<file path="config.mk">
export PLATFORM = sky130hd
export DESIGN_NAME = alu_seq_hs
export DESIGN_NICKNAME = d
export VERILOG_FILES = /design/src/rtl/alu_seq_hs.sv
export SDC_FILE = /design/constraint.sdc
export NUM_CORES = 1
export LEC_CHECK = 0
export ABC_AREA = 1
export BUFFER_PORTS_ARGS = -buffer_cell sky130_fd_sc_hd__buf_2
export CAP_MARGIN = 10
export CORE_MARGIN = 4
export CORE_UTILIZATION = 38
export DETAILED_ROUTE_END_ITERATION = 8
export SETUP_SLACK_MARGIN = 0.05
export SLEW_MARGIN = 5
export SYNTH_ARGS = -nofsm -noshare
export SYNTH_HDL_FRONTEND = slang
export SYNTH_SLANG_ARGS = --single-unit
</file>
<file path="constraint.sdc">
create_clock -name CLK -period 12.07 [get_ports CLK]
set_input_delay 2.414 -clock CLK [delete_from_list [all_inputs] [get_ports CLK]]
set_output_delay 2.414 -clock CLK [all_outputs]
set_load 0.01 [all_outputs]
</file>
<file path="src/rtl/alu_seq_hs.sv">
`default_nettype none
// ============================================================================
//  Module      : alu_seq_hs
//  Description : Handshaked ALU with registered, held result. Single-cycle ops
//                complete in one cycle; DIV uses a multi-cycle restoring
//                divider that produces {remainder, quotient}.
//  Revision    : 1.0  initial release
// ============================================================================
module alu_seq_hs #(
    parameter int DATA_W = 8
) (
    input  logic                  CLK,
    input  logic                  RST,
    input  logic                  IN_VALID,
    output logic                  IN_READY,
    input  logic [DATA_W-1:0]     A,
    input  logic [DATA_W-1:0]     B,
    input  logic [3:0]            ALU_FUN,
    output logic [2*DATA_W-1:0]   ALU_OUT,
    output logic                  CARRY,
    output logic                  DIV_ZERO,
    output logic                  OUT_VALID,
    input  logic                  OUT_READY
);

    localparam int               RES_W     = 2 * DATA_W;
    localparam int               CNT_W     = $clog2(DATA_W) + 1;
    localparam logic [CNT_W-1:0] LAST_STEP = CNT_W'(DATA_W - 1);
    localparam logic [3:0]       OP_DIV    = 4'h3;

    typedef enum logic [1:0] {
        ST_IDLE = 2'd0,
        ST_DIV  = 2'd1,
        ST_DONE = 2'd2
    } state_t;

    state_t state;
    state_t state_next;

    logic              accept;
    logic              div_start;
    logic              div_last;
    logic [RES_W-1:0]  op_result;
    logic              op_carry;
    logic              op_div_zero;
    logic [DATA_W:0]   sum_ext;

    // Divider working registers: div_work starts as the dividend and fills
    // with quotient bits from the LSB as dividend bits leave at the MSB.
    logic [DATA_W-1:0] div_work;
    logic [DATA_W-1:0] div_rem;
    logic [DATA_W-1:0] div_dvs;
    logic [CNT_W-1:0]  div_cnt;
    logic [DATA_W:0]   trial;
    logic              trial_ge;
    logic [DATA_W-1:0] rem_next;
    logic [DATA_W-1:0] work_next;

    assign accept    = IN_VALID & IN_READY;
    assign div_start = (ALU_FUN == OP_DIV) && (B != '0);
    assign div_last  = (div_cnt == LAST_STEP);
    assign sum_ext   = {1'b0, A} + {1'b0, B};

    // One restoring step: shift in the next dividend bit, subtract if it fits.
    assign trial     = {div_rem, div_work[DATA_W-1]};
    assign trial_ge  = (trial >= {1'b0, div_dvs});
    assign rem_next  = trial_ge ? (trial[DATA_W-1:0] - div_dvs) : trial[DATA_W-1:0];
    assign work_next = {div_work[DATA_W-2:0], trial_ge};

    // Single-cycle operation results; DIV here only covers the B==0 case.
    always_comb begin
        op_result   = '0;
        op_carry    = 1'b0;
        op_div_zero = 1'b0;
        case (ALU_FUN)
            4'h0: begin
                op_result = {{(DATA_W-1){1'b0}}, sum_ext};
                op_carry  = sum_ext[DATA_W];
            end
            4'h1: begin
                op_result = {{DATA_W{1'b0}}, A} - {{DATA_W{1'b0}}, B};
                op_carry  = (A < B);
            end
            4'h2: op_result = {{DATA_W{1'b0}}, A} * {{DATA_W{1'b0}}, B};
            4'h3: begin
                op_result   = {A, {DATA_W{1'b1}}};
                op_div_zero = 1'b1;
            end
            4'h4: op_result = {{DATA_W{1'b0}}, A & B};
            4'h5: op_result = {{DATA_W{1'b0}}, A | B};
            4'h6: op_result = {{DATA_W{1'b0}}, ~(A & B)};
            4'h7: op_result = {{DATA_W{1'b0}}, ~(A | B)};
            4'h8: op_result = {{DATA_W{1'b0}}, A ^ B};
            4'h9: op_result = {{DATA_W{1'b0}}, ~(A ^ B)};
            4'hA: op_result = (A == B) ? RES_W'(1) : '0;
            4'hB: op_result = (A > B)  ? RES_W'(2) : '0;
            4'hC: op_result = (A < B)  ? RES_W'(3) : '0;
            4'hD: op_result = {{(DATA_W+1){1'b0}}, A[DATA_W-1:1]};
            4'hE: op_result = {{(DATA_W-1){1'b0}}, A, 1'b0};
            default: op_result = '0;
        endcase
    end

    // State register.
    always_ff @(posedge CLK) begin
        if (!RST) begin
            state <= ST_IDLE;
        end else begin
            state <= state_next;
        end
    end

    // Next state and handshake outputs; DONE accepts a new op while draining.
    always_comb begin
        state_next = state;
        OUT_VALID  = (state == ST_DONE);
        IN_READY   = (state != ST_DIV) && (!OUT_VALID || OUT_READY);
        case (state)
            ST_IDLE, ST_DONE: begin
                if (IN_VALID && IN_READY) begin
                    state_next = div_start ? ST_DIV : ST_DONE;
                end else if ((state == ST_DONE) && OUT_READY) begin
                    state_next = ST_IDLE;
                end
            end
            ST_DIV: begin
                if (div_last) begin
                    state_next = ST_DONE;
                end
            end
            default: state_next = ST_IDLE;
        endcase
    end

    // Result registers and divider datapath.
    always_ff @(posedge CLK) begin
        if (!RST) begin
            ALU_OUT  <= '0;
            CARRY    <= 1'b0;
            DIV_ZERO <= 1'b0;
            div_work <= '0;
            div_rem  <= '0;
            div_dvs  <= '0;
            div_cnt  <= '0;
        end else if (accept) begin
            if (div_start) begin
                div_work <= A;
                div_dvs  <= B;
                div_rem  <= '0;
                div_cnt  <= '0;
            end else begin
                ALU_OUT  <= op_result;
                CARRY    <= op_carry;
                DIV_ZERO <= op_div_zero;
            end
        end else if (state == ST_DIV) begin
            div_work <= work_next;
            div_rem  <= rem_next;
            div_cnt  <= div_cnt + CNT_W'(1);
            if (div_last) begin
                ALU_OUT  <= {rem_next, work_next};
                CARRY    <= 1'b0;
                DIV_ZERO <= 1'b0;
            end
        end
    end

endmodule
`default_nettype wire

</file>
==> impl_metrics.csv, run 1 <==
group,metric,value,unit
clock_network,cts_tree,"done",
sta,setup_tns,0,ps
sta,setup_viol,0,
synthesis,synth_cells,1097,
final_layout,layout_common_cells,"nand2_1, inv_1, nor2_1, nand3_1, ha_1",
clock_network,clock-root-buffer,"clkbuf_16",
clock_network,cts-resized-gates,0,
clock_network,cts_hold_buf,0,
pwr,p_leak,0.00405,µW
sta,finalHoldViolCount,0,
route,wl,20600,µm
sta,tightest_slew,995,ps
placement,port_buffers,43,
outcome,status,"finished, final reports clean",
route,avgRoutedWirePerCell,15.4,µm
clock_network,clock_path_buffers,2,
min_path,min_from,"div_dvs[7]",
synthesis,synth-seq-area-share,14.3,%
worst_setup_path,arrival,6470,ps
floorplanning,core,17400,µm²
pwr,pwr_density_cell,110,nW/µm²
worst_setup_path,cp_max_fo,13,
global_route,antenna_found_initial,0,
sta,slew_viol_final,0,
worst_setup_path,critical_path.cell_chain,"buf_2, ha_1, fa_1, fa_1, fa_1, inv_1, fa_1, inv_1, ha_1, nand2_1, nor2_1, nand2_1, nand2_1, nand2_1, nand3_1, nand3_1, nand2_1, nand3_1, nand2_1, inv_1",
worst_setup_path,timing.rr.start,"div_cnt[0]",
sta,finalCriticalPeriod,6280,ps
synthesis,synth.avg_cell_area,6.14,µm²
run,maxCapViolations,0,
global_route,grt_pass1_vias,6433,
min_path,hold_depth,2,
final_layout,area_growth,6.90,%
global_route,grt_pass1_wl,33200,µm
placement,gp_congestion,1.00,
synthesis,yosys_warnings,0,
clock_network,cts_made_buffers,5,
sta,relSlewSlack,33.7,%
global_route,gr-total-overflow,0,
worst_setup_path,startpoint_type,"input pin",
min_path,min_path_type,"reg2reg",
route,drt_iter0_drc,584,
final_layout,antenna_cells,0,
sta,hold-worst-slack,466,ps
final_layout,layout.nets,1242,
global_route,grt_max_degree,35,
route,avgViaCountPerCell,5.13,
synthesis,ys_ff_latch,48,
pwr,vdd_drop_max,0.0533,mV
clock_network,cts.sinks,48,
sta,fmax,0.159,GHz
worst_setup_path,crit_buf_inv,4,
placement,dpl.hpwl,16600,µm
worst_setup_path,slowest_stage,"fa_1",
min_path,whs_endpoint,"div_dvs[7]",
route,first_pass_iters,5,
worst_setup_path,crit_required,12270,ps
sta,min_period_over_period,52.0,%
worst_setup_path,timing.critical_path.mode_cell,"nand2_1",
floorplanning,initial_core_util,38.8,%
synthesis,netlist_area,6730,µm²
worst_setup_path,worstSetupPathType,"in2reg",
clock_network,clk_pin_slew,70,ps
clock_network,cts_setup_buffers,0,
sta,setup_ws,5790,ps
synthesis,synthDistinctLibCells,39,
floorplanning,io_pins,44,
floorplanning,die_w,141,µm
worst_setup_path,setup.worst_path.end_class,"flop",
route,route.detailed.drc,0,
global_route,track_usage,20.6,%
worst_setup_path,r2r_slack,9800,ps
final_layout,final_common_cell,"nand2_1",
synthesis,syn-num-nets,1229,
worst_setup_path,crit_family,"adder cells",
placement,post-place-ws,5490,ps
clock_network,h-tree-depth,2,
floorplanning,dieHeight,141,µm
route,drtAntennaViolNets,0,
sta,grt_setup_unrepaired,"false",
route,routed-via-count,6850,
sta,finClkSkew,2.84,ps
clock_network,insertion_delay,290,ps
final_layout,drive_gt1_share,6.66,%
worst_setup_path,rr_endpoint,"ALU_OUT[8]",
worst_setup_path,slowest_delay,540,ps
worst_setup_path,r2r_cells,8,
floorplanning,die-area,19900,µm²
floorplanning,rows,48,
==> report_power, final <==
group	internal (µW)	switching (µW)	total (µW)
combinational	159	294	453
clock	98.6	64.3	163
sequential	167	5.32	172
==> worst reg2reg max path: stages (launching register included) <==
cell and delay (ps):
dfxtp_1 370, ha_1 190, inv_1 60, nor3_1 290, inv_1 110, o22ai_2 800, nand3_1 230, nand2_1 100
inv_1 40
==> cell usage after synthesis <==
library cell / number / area, µm²
a211oi_1: 3 / 22.5
a21oi_1: 68 / 340
a21oi_2: 2 / 17.5
a31oi_1: 8 / 50.1
and2_1: 1 / 6.26
and3_1: 1 / 6.26
buf_1: 1 / 3.75
buf_2: 22 / 110
buf_4: 3 / 22.5
buf_6: 4 / 45.0
clkbuf_1: 8 / 30.0
clkinv_1: 4 / 15.0
dfxtp_1: 48 / 961
fa_1: 39 / 781
ha_1: 69 / 863
inv_1: 210 / 788
inv_2: 3 / 11.3
inv_4: 1 / 6.26
nand2_1: 320 / 1200
nand2_2: 2 / 12.5
nand2_4: 3 / 33.8
nand3_1: 73 / 365
nand3b_1: 9 / 67.6
nand4_1: 21 / 131
nor2_1: 79 / 297
nor2_2: 4 / 25.0
nor2_4: 2 / 22.5
nor3_1: 11 / 55.1
nor3_2: 1 / 10.0
o211ai_1: 2 / 15.0
o21ai_0: 58 / 290
o21ai_1: 2 / 10.0
o21bai_1: 2 / 15.0
o22ai_1: 3 / 18.8
o22ai_2: 1 / 12.5
or2_1: 1 / 6.26
or2_2: 3 / 18.8
xnor2_1: 3 / 26.3
xor2_1: 2 / 17.5
==> cell families (layout without fill, tap and decap cells) <==
logic type | count (synthesis) | after routing | synth area share (%)
adder cells (fa/ha/maj) | 108 | 108 | 24.4
AO/OA/AOI/OAI | 149 | 149 | 11.8
buffers and inverters | 256 | 270 | 15.3
flip-flops | 48 | 48 | 14.3
XOR/XNOR | 5 | 5 | 0.651
AND/OR/NAND/NOR | 531 | 531 | 33.6
==> sequential cells by signal, summed over array words and instances (netlist names) <==
name	count
div_dvs	8
div_work	8
div_rem	8
CARRY	1
ALU_OUT	16
DIV_ZERO	1
div_cnt	4
state	2
==> how the worst max path moves through the flow <==
| stage | startpoint | end | slack, ps | depth (start not counted) |
|---|---|---|---|---|
| floorplan | A[0] | ALU_OUT[10] | 5940 | 21 |
| global placement | A[4] | ALU_OUT[11] | 5540 | 20 |
| detailed placement | A[4] | ALU_OUT[11] | 5490 | 20 |
| CTS | A[4] | ALU_OUT[11] | 5790 | 20 |
| global route | A[4] | ALU_OUT[11] | 5560 | 20 |
| finish | A[4] | ALU_OUT[11] | 5790 | 20 |
==> layer usage <==
metal	up-vias	wire length, µm	track usage [%]
li1	3445	-	-
met5	-	0	0
met3	26	1260	2.37
met2	222	9570	33.9
met4	0	335	4.54
met1	3157	9460	28.9
==> area by class of cell <==
type	count	area, µm²
clock inverter	3	46.3
timing repair buffer	44	223
fill	1905	10200
clock buffer	5	125
sequential	48	961
multi-input combinational	793	4740
tap	225	282
inverter	218	821
==> metrics by stage <==
stage                     utilization [%]  instances  cell area [µm²]  total power [µW]
after floorplan                         -       1097             6730               518
after global placement               40.5       1328             7020               622
after detailed placement             40.5       1328             7020               623
after CTS                            41.5       1336             7200               789
after global routing                 41.5       1336             7200               874
final                                41.5       1336             7200               788
(Power assumes the default switching activity.)
==> run 2, diff against run 1 <==
--- a/config.mk
+++ b/config.mk
@@ -5,7 +5,7 @@
 export SDC_FILE = /design/constraint.sdc
 export NUM_CORES = 1
 export LEC_CHECK = 0
-export ABC_AREA = 1
+export ABC_AREA = 0
 export BUFFER_PORTS_ARGS = -buffer_cell sky130_fd_sc_hd__buf_2
 export CAP_MARGIN = 10
 export CORE_MARGIN = 4
==> constraint.sdc (replaced) <==
create_clock -name CLK -period 5.32 [get_ports CLK]
set_input_delay 1.064 -clock CLK [delete_from_list [all_inputs] [get_ports CLK]]
set_output_delay 1.064 -clock CLK [all_outputs]
set_load 0.01 [all_outputs]
==> run 2 against run 1 <==
  * Setup slack got worse by 5400 ps
  * Worst hold slack worse by 9.4 ps
  * Clock-buffer cell count is 1 higher
  * Area after synthesis shrank 2.4%
  * Die area fell by 2.3%
  * Synthesized cell count fell by 22%
  * Via count down 4.7%
  * Final cell count fell by 15%
  * Combinational power increased by 130%
  * Clock power increased by 100%
  * Largest power group unchanged
==> impl_metrics.csv, run 2 <==
group,metric,value,unit
worst_setup_path,arrival,5100,ps
synthesis,synth_top_family_by_area,"compound AO/OA/AOI/OAI gates",
worst_setup_path,crit_required,5470,ps
global_route,grt_pass1_wl,34300,µm
worst_setup_path,startpoint_type,"input pin",
synthesis,synthXorXnorAreaFrac,3.07,%
floorplanning,initial_core_util,39.2,%
synthesis,ys_ff_latch,48,
global_route,grt_max_degree,41,
floorplanning,die-area,19500,µm²
sta,min_period_over_period,93.1,%
sta,finalCriticalPeriod,4950,ps
worst_setup_path,critical_path.cell_chain,"buf_2, clkinv_1, buf_4, nor2_1, fa_1, fa_1, inv_1, fa_1, fa_1, inv_1, ha_1, o21ai_0, o21bai_1, o2111ai_1, a221o_1, o21ai_1, a41oi_2",
synthesis,synth_top_area_share,14.6,%
worst_setup_path,slowest_delay,550,ps
synthesis,synthMuxAreaShare,1.22,%
sta,slew_viol_final,0,
synthesis,synth_common_cells,"inv_1, nor2_1, nand2_1",
final_layout,antenna_cells,0,
pwr,power,1730,µW
clock_network,cts_hold_buf,0,
route,top_layer,"met5",
route,drtAntennaViolNets,0,
floorplanning,dieHeight,139,µm
synthesis,async_flop_share,0,%
final_layout,layout.nets,1041,
sta,fmax,0.202,GHz
global_route,antenna_found_initial,1,
synthesis,yosys.area_share.simple,20.5,%
synthesis,synth_compound_area_share,27.0,%
synthesis,yosysMostFrequentCell,"inv_1",
clock_network,cts_tree,"done",
synthesis,synth_area_leaders,"dfxtp_1, ha_1, fa_1, inv_1, nor2_1",
final_layout,largest_register_ffs,16,
sta,setup_tns,0,ps
worst_setup_path,setup.worst_path.end_class,"flop",
synthesis,synth.avg_cell_area,7.65,µm²
route,wl,21300,µm
worst_setup_path,worstSetupPathType,"in2reg",
global_route,track_usage,21.7,%
final_layout,largest_register,"ALU_OUT",
sta,finClkSkew,7.62,ps
outcome,status,"finished, final reports clean",
route,wl_met2,9290,µm
final_layout,final_common_cell,"inv_1",
final_layout,area_growth,12.0,%
pwr,vdd_drop_max,0.140,mV
clock_network,cts_setup_buffers,0,
route,dr_wl_met3,1380,µm
placement,port_buffers,43,
placement,dpl.hpwl,17100,µm
sta,setup_viol,0,
placement,gp_congestion,0.952,
worst_setup_path,slowest_stage,"fa_1",
placement,dp.cells,1122,
synthesis,ys.flop_type,"dfxtp_1",
clock_network,clk_pin_slew,70,ps
synthesis,yosys_warnings,0,
final_layout,layout_common_cells,"inv_1, nor2_1, nand2_1, ha_1, a21oi_1",
pwr,pwr_density_cell,235,nW/µm²
sta,tightest_slew,1000,ps
route,route.detailed.drc,0,
sta,finalHoldViolCount,0,
sta,relSlewSlack,32.7,%
final_layout,design_area,7350,µm²
sta,grt_setup_unrepaired,"false",
synthesis,synth-edff-count,0,
synthesis,synth_cells,858,
worst_setup_path,cp_max_fo,6,
final_layout,drive_gt1_share,13.3,%
clock_network,cts_made_buffers,5,
synthesis,synthDistinctLibCells,87,
placement,dpl-instance-area,7200,µm²
min_path,min_path_type,"reg2reg",
route,avgViaCountPerCell,5.78,
global_route,grt_pass1_vias,6174,
synthesis,synth-adder-area-share,25.0,%
floorplanning,io_pins,44,
route,drt_iter0_drc,721,
clock_network,h-tree-depth,2,
run,maxCapViolations,0,
route,avgRoutedWirePerCell,18.9,µm
clock_network,clock-root-buffer,"clkbuf_16",
route,routed-via-count,6526,
worst_setup_path,timing.critical_path.mode_cell,"fa_1",
floorplanning,die_w,139,µm
synthesis,syn-num-nets,990,
placement,post-place-ws,80.7,ps
floorplanning,core,16800,µm²
synthesis,synth_top_cell_by_area,"dfxtp_1",
clock_network,insertion_delay,290,ps
final_layout,final_cells,1130,
synthesis,synth-seq-area-share,14.6,%
pwr,p_leak,0.00329,µW
sta,setup_ws,368,ps
global_route,gr-total-overflow,0,
synthesis,netlist_area,6570,µm²
floorplanning,rows,47,
clock_network,clock_path_buffers,2,
clock_network,cts-resized-gates,0,
route,first_pass_iters,6,
route,met1_length,10200,µm
clock_network,cts.sinks,48,
final_layout,fill_cells,1718,
-- run 2: metrics by stage --
stage	hold WS, ps	util (%)
after floorplan	436	-
after global placement	438	43.0
after detailed placement	449	43.0
after CTS	458	43.9
after global routing	471	43.9
final	456	43.9
-- run 2: routing by layer --
| layer | vias up | track usage [%] |
|---|---|---|
| met5 | - | 0 |
| met4 | 2 | 5.05 |
| met3 | 33 | 2.71 |
| met2 | 229 | 32.9 |
| met1 | 3132 | 32.8 |
| li1 | 3130 | - |
-- run 2: path summary, 6_finish.rpt --
kind | start | endpoint | slack [ps] | cells after the start
worst max-delay path | A[2] | ALU_OUT[12] | 370 | 17
worst min-delay path | div_dvs[7] | div_dvs[7] | 460 | 2
worst max register to register | state[1] | ALU_OUT[8] | 2470 | 5
worst min register to register | div_dvs[7] | div_dvs[7] | 460 | 2
-- run 2: cells by family after synthesis --
group | Yosys count
mux | 8
buf+inv | 139
flops | 48
fa+ha+maj | 108
simple gates | 278
xor+xnor | 23
compound gates | 254
-- run 2: worst max-delay path: cells and delay by family --
family | cells | cell delay, ps
AND/OR/NAND/NOR | 1 | 70
AO/OA/AOI/OAI | 6 | 1210
adder cells (fa/ha/maj) | 5 | 2330
buffers and inverters | 5 | 440
-- run 2: area by class of cell --
type	instances	area [µm²]	share of cell area [%]
Timing Repair Buffer	91	576	7.83
Sequential cell	48	961	13.1
Clock buffer	6	139	1.89
Multi-Input combinational cell	671	5040	68.6
Inverter	92	345	4.70
Clock inverter	2	15.0	0.204
Tap cell	220	275	3.74
-- run 2: report_power, final --
group          switching (µW)  leakage (µW)  internal [µW]
Combinational             610       0.00283            411
Clock                     145     0.0000691            187
Sequential               6.80      0.000389            369
Total                     762       0.00329            968
==> run 3, diff against run 2 <==
--- a/config.mk
+++ b/config.mk
@@ -6,11 +6,12 @@
 export NUM_CORES = 1
 export LEC_CHECK = 0
 export ABC_AREA = 0
-export BUFFER_PORTS_ARGS = -buffer_cell sky130_fd_sc_hd__buf_2
 export CAP_MARGIN = 10
 export CORE_MARGIN = 4
 export CORE_UTILIZATION = 38
 export DETAILED_ROUTE_END_ITERATION = 8
+export DONT_BUFFER_PORTS = 1
+export GPL_TIMING_DRIVEN = 0
 export SETUP_SLACK_MARGIN = 0.05
 export SLEW_MARGIN = 5
 export SYNTH_ARGS = -nofsm -noshare
==> run 3 against run 2 <==
  * Sequential power up 2%
  * Via count decreased by 0.28%
  * Non-clock buffer count down 45
  * Utilization decreased by 2.0 points
  * Wire length up 2.8%
  * Global-route usage up 0.57 points
  * Power fell by 1.1%
  * Register-to-register slack improved by 290 ps
==> impl_metrics.csv, run 3 (same netlist as run 2, synthesis figures left out) <==
group,metric,value,unit
sta,setup_ws,264,ps
global_route,gr-total-overflow,0,
worst_setup_path,arrival,5240,ps
clock_network,cts_setup_buffers,0,
floorplanning,dieHeight,139,µm
pwr,p_leak,0.00299,µW
sta,finClkSkew,7.55,ps
global_route,track_usage,22.3,%
final_layout,final_cells,1085,
final_layout,fin_util,41.9,%
placement,gp_congestion,0.996,
sta,fmax,0.198,GHz
global_route,grt_pass1_vias,6218,
final_layout,drive_gt1_share,7.05,%
run,maxCapViolations,0,
final_layout,multiInputGateArea,5070,µm²
worst_setup_path,cp-startpoint,"A[5]",
sta,finalHoldViolCount,0,
clock_network,h-tree-depth,2,
clock_network,clock_path_buffers,2,
global_route,grt_pass1_wl,35000,µm
placement,port_buffers,0,
worst_setup_path,timing.rr.start,"div_rem[3]",
route,wl,21900,µm
floorplanning,die_w,139,µm
worst_setup_path,worstSetupPathType,"in2reg",
global_route,antenna_found_initial,0,
sta,min_period_over_period,95.0,%
worst_setup_path,rr_endpoint,"div_rem[0]",
clock_network,insertion_delay,300,ps
pwr,pwr_density_cell,244,nW/µm²
final_layout,antenna_cells,0,
worst_setup_path,startpoint_type,"input pin",
final_layout,layout.nets,996,
placement,post-place-ws,-534,ps
sta,relSlewSlack,41.8,%
sta,slew_viol_final,0,
route,route.detailed.drc,0,
final_layout,largest_register_ffs,16,
placement,dp.cells,1078,
final_layout,register_area,961,µm²
route,drt_iter0_drc,749,
sta,setup_viol,0,
floorplanning,die-area,19500,µm²
clock_network,clock-root-buffer,"clkbuf_16",
floorplanning,core,16800,µm²
clock_network,cts_made_buffers,5,
final_layout,design_area,7020,µm²
clock_network,clk_pin_slew,70,ps
floorplanning,initial_core_util,39.2,%
final_layout,area_growth,6.93,%
final_layout,layout_common_cells,"inv_1, nor2_1, nand2_1, ha_1, a21oi_1",
worst_setup_path,r2r_slack,2760,ps
floorplanning,io_pins,44,
global_route,grt_max_degree,16,
route,first_pass_iters,8,
pwr,vdd_drop_max,0.112,mV
placement,dpl.hpwl,17500,µm
sta,tightest_slew,865,ps
floorplanning,rows,47,
sta,finalCriticalPeriod,5060,ps
clock_network,cts_tree,"done",
worst_setup_path,crit_required,5500,ps
route,avgViaCountPerCell,6.00,
route,drtAntennaViolNets,0,
final_layout,fill_cells,1746,
final_layout,largest_register,"ALU_OUT",
route,avgRoutedWirePerCell,20.2,µm
min_path,min_path_type,"reg2reg",
outcome,status,"finished, final reports clean",
sta,grt_setup_unrepaired,"false",
worst_setup_path,cp_max_fo,8,
route,routed-via-count,6508,
placement,dpl-instance-area,6840,µm²
final_layout,final_common_cell,"inv_1",
worst_setup_path,critPathCapture,"ALU_OUT[11]",
pwr,power,1710,µW
worst_setup_path,r2r_cells,8,
worst_setup_path,setup.worst_path.end_class,"flop",
clock_network,cts.sinks,48,
run 3: layout make-up:
class	count	share of cell area [%]
buffer	46	3.06
tap	220	3.92
clock buffer	6	1.98
clock inverter	2	0.196
sequential	48	13.7
inverter	92	5.02
multi-input combinational	671	72.1
run 3: worst min-delay path by stage:
| stage | from | to | slack [ps] | cells past startpoint |
|---|---|---|---|---|
| after floorplan | div_dvs[1] | div_dvs[1] | 440 | 2 |
| after global placement | div_dvs[4] | div_dvs[4] | 450 | 2 |
| after detailed placement | div_dvs[4] | div_dvs[4] | 450 | 2 |
| after CTS | div_dvs[4] | div_dvs[4] | 460 | 2 |
| after global routing | div_dvs[6] | div_dvs[6] | 480 | 2 |
| final | div_dvs[4] | div_dvs[4] | 460 | 2 |
run 3: per-stage QoR:
stage	hold WS, ps	TNS, ps
3_3_place_gp	447	-2500
6_report	459	0
3_5_place_dp	451	-2500
5_1_grt	479	0
4_1_cts	460	0
2_1_floorplan	436	0
run 3: per-layer routing:
metal  global-route usage [%]  vias to the layer above  routed length [µm]
met5                        0                        -                   0
met4                     5.92                        0                 629
met3                     4.67                       44                2080
met2                     34.6                      307                9680
met1                     31.5                     3122                9530
li1                         -                     3035                   -
run 3: where the power goes:
part / total [µW] / internal (µW) / switching, µW
Sequential: 382 / 369 / 12.3
Combinational: 996 / 374 / 622
Clock: 334 / 188 / 146
run 3: critical path: stages:
cell and delay, ps:
clkbuf_2 240, inv_2 130, nor2_1 150, fa_1 450
fa_1 500, fa_1 550, inv_1 50, fa_1 520
inv_1 50, ha_1 280, or3_1 420, a21oi_2 170
o21bai_1 130, xor2_1 170, a221oi_2 270, a21oi_1 100
run 3: timing repair:
item                                    4_1_cts  5_1_grt
endpoints found under the setup margin        5        5
hold endpoints to repair                      0        0
resized for setup                             2        7
hold buffers                                  0        0
